--- config.mk ---
export PLATFORM = sky130hd
export DESIGN_NAME = uart_frame_tx_controller
export DESIGN_NICKNAME = d
export VERILOG_FILES = /design/src/rtl/uart_frame_pkg.sv /design/src/rtl/uart_frame_byte_sel.sv /design/src/rtl/uart_frame_tx_controller.sv
export SDC_FILE = /design/constraint.sdc
export NUM_CORES = 1
export LEC_CHECK = 0
export CORE_UTILIZATION = 40
export DETAILED_ROUTE_END_ITERATION = 6
export SLEW_MARGIN = 20
export SYNTH_ARGS = -nofsm -noshare
export SYNTH_HDL_FRONTEND = slang
export SYNTH_HIERARCHICAL = 1
export SYNTH_SLANG_ARGS = --single-unit
--- constraint.sdc ---
create_clock -name clk -period 5.7 [get_ports clk]
set_input_delay 1.14 -clock clk [delete_from_list [all_inputs] [get_ports clk]]
set_output_delay 1.14 -clock clk [all_outputs]
set_load 0.05 [all_outputs]
--- src/rtl/uart_frame_pkg.sv ---
// Shared types and constants for the UART frame transmit controller.
// Holds the FSM state enum, the default sync bytes and the byte-index sizing.
package uart_frame_pkg;

  typedef enum logic [1:0] {
    IDLE = 2'd0,
    LOAD = 2'd1,
    WAIT = 2'd2,
    DONE = 2'd3
  } state_t;

  localparam logic [7:0] SYNC_A_DEF = 8'h45;
  localparam logic [7:0] SYNC_B_DEF = 8'h53;

  localparam int HDR_BYTES = 4;
  // Largest sample: header, 8 data bytes, 4 pad bytes and a checksum byte.
  localparam int MAX_BYTES = HDR_BYTES + 8 + 4 + 1;
  localparam int IDX_W     = $clog2(MAX_BYTES);

endpackage

--- src/rtl/uart_frame_byte_sel.sv ---
// Maps byte index, header flag and latched sample data to the byte to transmit.
// The checksum input exists only when UART_FRAME_CSUM_EN is defined.
module uart_frame_byte_sel
  import uart_frame_pkg::*;
#(
  parameter int         DATA_BYTES = 3,
  parameter int         PAD_BYTES  = 1,
  parameter logic [7:0] SYNC_A     = SYNC_A_DEF,
  parameter logic [7:0] SYNC_B     = SYNC_B_DEF
) (
  input  logic [IDX_W-1:0]        idx,
  input  logic                    hdr,
  input  logic [8*DATA_BYTES-1:0] data,
`ifdef UART_FRAME_CSUM_EN
  input  logic [7:0]              csum,
`endif
  output logic [7:0]              byte_out
);

  logic [IDX_W-1:0] pos;

  // pos is the index within the body (payload, pad, checksum) of the sample.
  always_comb begin
    byte_out = 8'h00;
    pos      = idx;
    if (hdr) begin
      pos = idx - IDX_W'(HDR_BYTES);
      if (idx < IDX_W'(2))
        byte_out = SYNC_A;
      else if (idx < IDX_W'(HDR_BYTES))
        byte_out = SYNC_B;
    end
    if (!hdr || idx >= IDX_W'(HDR_BYTES)) begin
      if (pos < IDX_W'(DATA_BYTES)) begin
        for (int i = 0; i < DATA_BYTES; i++)
          if (pos == IDX_W'(i)) byte_out = data[i*8 +: 8];
      end else if (pos < IDX_W'(DATA_BYTES + PAD_BYTES)) begin
        byte_out = 8'h00;
      end
`ifdef UART_FRAME_CSUM_EN
      else begin
        byte_out = csum;
      end
`endif
    end
  end

endmodule

--- src/rtl/uart_frame_tx_controller.sv ---
// Sequences one sample (optional sync header, payload, pad, checksum) into a UART byte transmitter.
// Define UART_FRAME_CSUM_EN to append a mod-256 checksum byte of payload and pad.
module uart_frame_tx_controller
  import uart_frame_pkg::*;
#(
  parameter int         DATA_BYTES = 3,
  parameter int         FRAME_NUM  = 1000,
  parameter int         PAD_BYTES  = 1,
  parameter logic [7:0] SYNC_A     = SYNC_A_DEF,
  parameter logic [7:0] SYNC_B     = SYNC_B_DEF
) (
  input  logic                    clk,
  input  logic                    rst,
  input  logic                    send_en,
  input  logic [8*DATA_BYTES-1:0] data,
  input  logic                    tx_done,
  output logic                    tx_en,
  output logic [7:0]              tx_d,
  output logic                    busy,
  output logic                    send_done
);

`ifdef UART_FRAME_CSUM_EN
  localparam int CSUM_BYTES = 1;
`else
  localparam int CSUM_BYTES = 0;
`endif
  localparam int BODY_BYTES = DATA_BYTES + PAD_BYTES + CSUM_BYTES;
  localparam int CNT_W      = $clog2(FRAME_NUM);

  state_t                  state, state_nxt;
  logic [IDX_W-1:0]        idx;
  logic                    hdr;
  logic [8*DATA_BYTES-1:0] data_q;
  logic [CNT_W-1:0]        sample_cnt;
  logic [7:0]              tx_d_q;
  logic [7:0]              sel_byte;
  logic                    last_byte;

  assign last_byte = (idx == (hdr ? IDX_W'(HDR_BYTES + BODY_BYTES - 1)
                                  : IDX_W'(BODY_BYTES - 1)));

`ifdef UART_FRAME_CSUM_EN
  logic [7:0] csum;

  // Pad bytes are zero, so summing the payload alone gives the same result.
  always_comb begin
    csum = 8'h00;
    for (int i = 0; i < DATA_BYTES; i++)
      csum = csum + data_q[i*8 +: 8];
  end
`endif

  uart_frame_byte_sel #(
    .DATA_BYTES (DATA_BYTES),
    .PAD_BYTES  (PAD_BYTES),
    .SYNC_A     (SYNC_A),
    .SYNC_B     (SYNC_B)
  ) u_byte_sel (
    .idx      (idx),
    .hdr      (hdr),
    .data     (data_q),
`ifdef UART_FRAME_CSUM_EN
    .csum     (csum),
`endif
    .byte_out (sel_byte)
  );

  always_ff @(posedge clk or posedge rst) begin
    if (rst) state <= IDLE;
    else     state <= state_nxt;
  end

  always_comb begin
    state_nxt = state;
    case (state)
      IDLE:    if (send_en) state_nxt = LOAD;
      LOAD:    state_nxt = WAIT;
      WAIT:    if (tx_done) state_nxt = last_byte ? DONE : LOAD;
      DONE:    state_nxt = IDLE;
      default: state_nxt = IDLE;
    endcase
    tx_en     = (state == LOAD);
    busy      = (state == LOAD) || (state == WAIT);
    send_done = (state == DONE);
    // tx_d_q captures the byte in LOAD so it holds through WAIT and into IDLE.
    tx_d      = (state == LOAD) ? sel_byte : tx_d_q;
  end

  always_ff @(posedge clk or posedge rst) begin
    if (rst) begin
      idx        <= '0;
      hdr        <= 1'b0;
      data_q     <= '0;
      sample_cnt <= '0;
      tx_d_q     <= 8'h00;
    end else begin
      if (state == IDLE && send_en) begin
        data_q <= data;
        hdr    <= (sample_cnt == '0);
        idx    <= '0;
        if (sample_cnt == CNT_W'(FRAME_NUM - 1)) sample_cnt <= '0;
        else                                     sample_cnt <= sample_cnt + 1'b1;
      end
      if (state == LOAD)
        tx_d_q <= sel_byte;
      if (state == WAIT && tx_done && !last_byte)
        idx <= idx + 1'b1;
      if (state == DONE)
        idx <= '0;
    end
  end

endmodule
==> impl_metrics.json <==
{
  "numCtsBuffers": 5,
  "rsz0062_at_grt": "false",
  "antenna_found_initial": 0,
  "synth_warnings": 6,
  "regArea_sq_um": 1250,
  "critical_path_class": "register to output port",
  "critPathMaxFanout": 10,
  "ctsHoldBuffers": 0,
  "ant_nets": 0,
  "crit_path_cell_trace": "inv_1 -> ha_1 -> xnor2_1 -> a41oi_2 -> o21ai_0 -> mux2_2 -> clkdlybuf4s50_1",
  "max_cap_violations": 0,
  "grt_max_degree": 51,
  "r2r_end": "idx[4]",
  "slowest_delay_ns": 0.70,
  "multi_input_area_sq_um": 1160,
  "firstDrtPassIters": 3,
  "post_cts_buffers": 0,
  "synth_nets": 248,
  "reg2regPathDepth": 5,
  "post-route-util_pct": 50.8,
  "cts.sinks": 50,
  "period_share_pct": 70.4,
  "drt-initial-drc-count": 46,
  "cts_tree": "done",
  "synth.avg_cell_area_sq_um": 11.7,
  "core_sq_um": 5960,
  "netlist_area_sq_um": 2480,
  "crit_start": "idx[2]",
  "final_common_cell": "dfrtp_1",
  "cts-root-buf": "clkbuf_8",
  "min_path_type": "register to register",
  "rows": 28,
  "worstSetupStartpointType": "register",
  "synth_top_area_share_pct": 50.5,
  "async_reset_ff_share_pct": 100,
  "synth_ff_type": "dfrtp_1",
  "crit_path_top_delay_cell": "clkdlybuf4s50_1",
  "synthDistinctLibCells": 39,
  "wl_mm": 4.76,
  "ctsResizeCount": 0,
  "clockBufferDepth": 2,
  "synth_edf_count": 0,
  "drive_above_1_share_pct": 19.0,
  "h-tree-depth": 2,
  "n_fill_cell": 551,
  "power.leakage_nw": 1.25,
  "drc": 0,
  "track_usage_pct": 16.4,
  "initial_utilization_pct": 41.6,
  "ys_ff_latch": 50,
  "grt_pass1_wl_mm": 7.95,
  "die_area_sq_um": 6510,
  "period_needed_ns": 4.01,
  "relSlewSlack_pct": 42.4,
  "status": "finished clean",
  "timing.critical_path.to": "tx_d[4]",
  "tns_ns": 0,
  "rr_startpoint": "idx[0]",
  "wl_per_cell_microns": 14.6,
  "die-width_microns": 80.7,
  "powerDensity_nw_per_um2": 579,
  "critical_path_required_ns": 4.56,
  "skew_ns": 0.00580,
  "grt_overflow": 0,
  "finalHoldViolations": 0,
  "syn2layout_area_growth_pct": 22.3,
  "setup_viol": 0,
  "fin_nets": 287,
  "syn_inst": 212,
  "r2r_slack_ns": 3.51,
  "critPathBufInv": 2,
  "ios": 39,
  "vias": 1702,
  "dp_hpwl_mm": 3.38,
  "die_h_microns": 80.7,
  "ys_seq_area_share_pct": 50.5,
  "cp.depth": 7,
  "final_cell_mix": "dfrtp_1 (50), clkdlybuf4s50_1 (38), mux2_2 (32), nand3_1 (14)",
  "gp_congestion": 0.852,
  "tightest_slew_ns": 0.864,
  "clk_latency_ns": 0.31,
  "io_buffers": 38,
  "ir_worst_vdd_v": 0.000358,
  "cp-end-kind": "output port",
  "antenna_cells": 0,
  "drv_slew": 0,
  "arrival_ns": 2.87,
  "path_clk_slew_ns": 0.09,
  "grt_pass1_vias": 1585,
  "synth_area_leaders": "dfrtp_1 (51%), mux2_2 (15%), ha_1 (4.0%), mux2i_1 (3.2%), nand3_1 (2.8%)",
  "max_freq_mhz": 249,
  "vias_per_cell": 5.20,
  "yosys.area.top_type": "dfrtp_1",
  "crit_family": "buffers and inverters"
}
cells in the mapped netlist (2+ instances only):
library cell and instances:
buf_2 2, xnor2_1 6, a2bb2oi_1 5, nor2_1 8, clkbuf_1 3, dfrtp_1 50, mux2_2 32, inv_1 8
nand4_1 6, nand2_1 9, a21oi_1 8, nand3_1 14, or2_2 3, o21ai_0 9, mux2i_1 8, ha_1 8
or3_1 2, nor4_1 2, nor3_1 4, a31oi_1 2, xor2_1 3, nor2b_1 3
cell families after synthesis:
group,count (synthesis),synth area share (%)
flops,50,50.5
fa+ha+maj,8,4.04
compound gates,30,8.24
xor+xnor,10,3.84
buf+inv,15,2.73
mux,40,17.8
simple gates,59,12.8
state kept, by name, indices dropped and copies added (netlist names):
register / flops
data_q: 24
hdr: 1
idx: 5
sample_cnt: 10
state: 2
tx_d_q: 8
metal layers:
metal | vias up | GRT usage, % | share of wire (%)
met3 | 6 | 3.75 | 2.6
met4 | 0 | 5.36 | 1.6
li1 | 849 | - | -
met5 | - | 0 | 0
met1 | 825 | 23.2 | 50
met2 | 22 | 24.5 | 46
layout make-up:
type	instances	area share, %
sequential	50	41.3
multi-input combinational	147	38.2
timing repair buffer	39	12.8
tap	75	3.10
clock buffer	7	2.52
inverter	8	1.03
clock inverter	1	0.992
stage by stage:
stage / power, mW / worst slack, ns / area [sq um] / std cells / hold slack (ns)
finish: 1.75 / 1.69 / 3030 / 327 / 0.504
global route: 1.87 / 1.50 / 3030 / 327 / 0.524
CTS: 1.78 / 1.67 / 3030 / 327 / 0.511
detailed placement: 1.52 / 2.04 / 2920 / 319 / 0.490
global placement: 1.52 / 2.10 / 2920 / 319 / 0.487
floorplan: 1.28 / 2.78 / 2480 / 212 / 0.480
report_power, final:
group	switching [mW]	total, mW	internal (mW)
Combinational	0.488	0.886	0.398
Sequential	0.116	0.621	0.505
Clock	0.115	0.246	0.131
worst min path at each step:
stage,from,to,slack (ns),cells after the start
3_5_place_dp,tx_d_q[4],tx_d_q[4],0.49,1
6_report,tx_d_q[7],tx_d_q[7],0.50,1
2_1_floorplan,data_q[1],data_q[1],0.48,1
4_1_cts,tx_d_q[4],tx_d_q[4],0.51,1
5_1_grt,tx_d_q[2],tx_d_q[2],0.52,1
3_3_place_gp,tx_d_q[7],tx_d_q[7],0.49,1
Power figures use the tool's default switching activity.
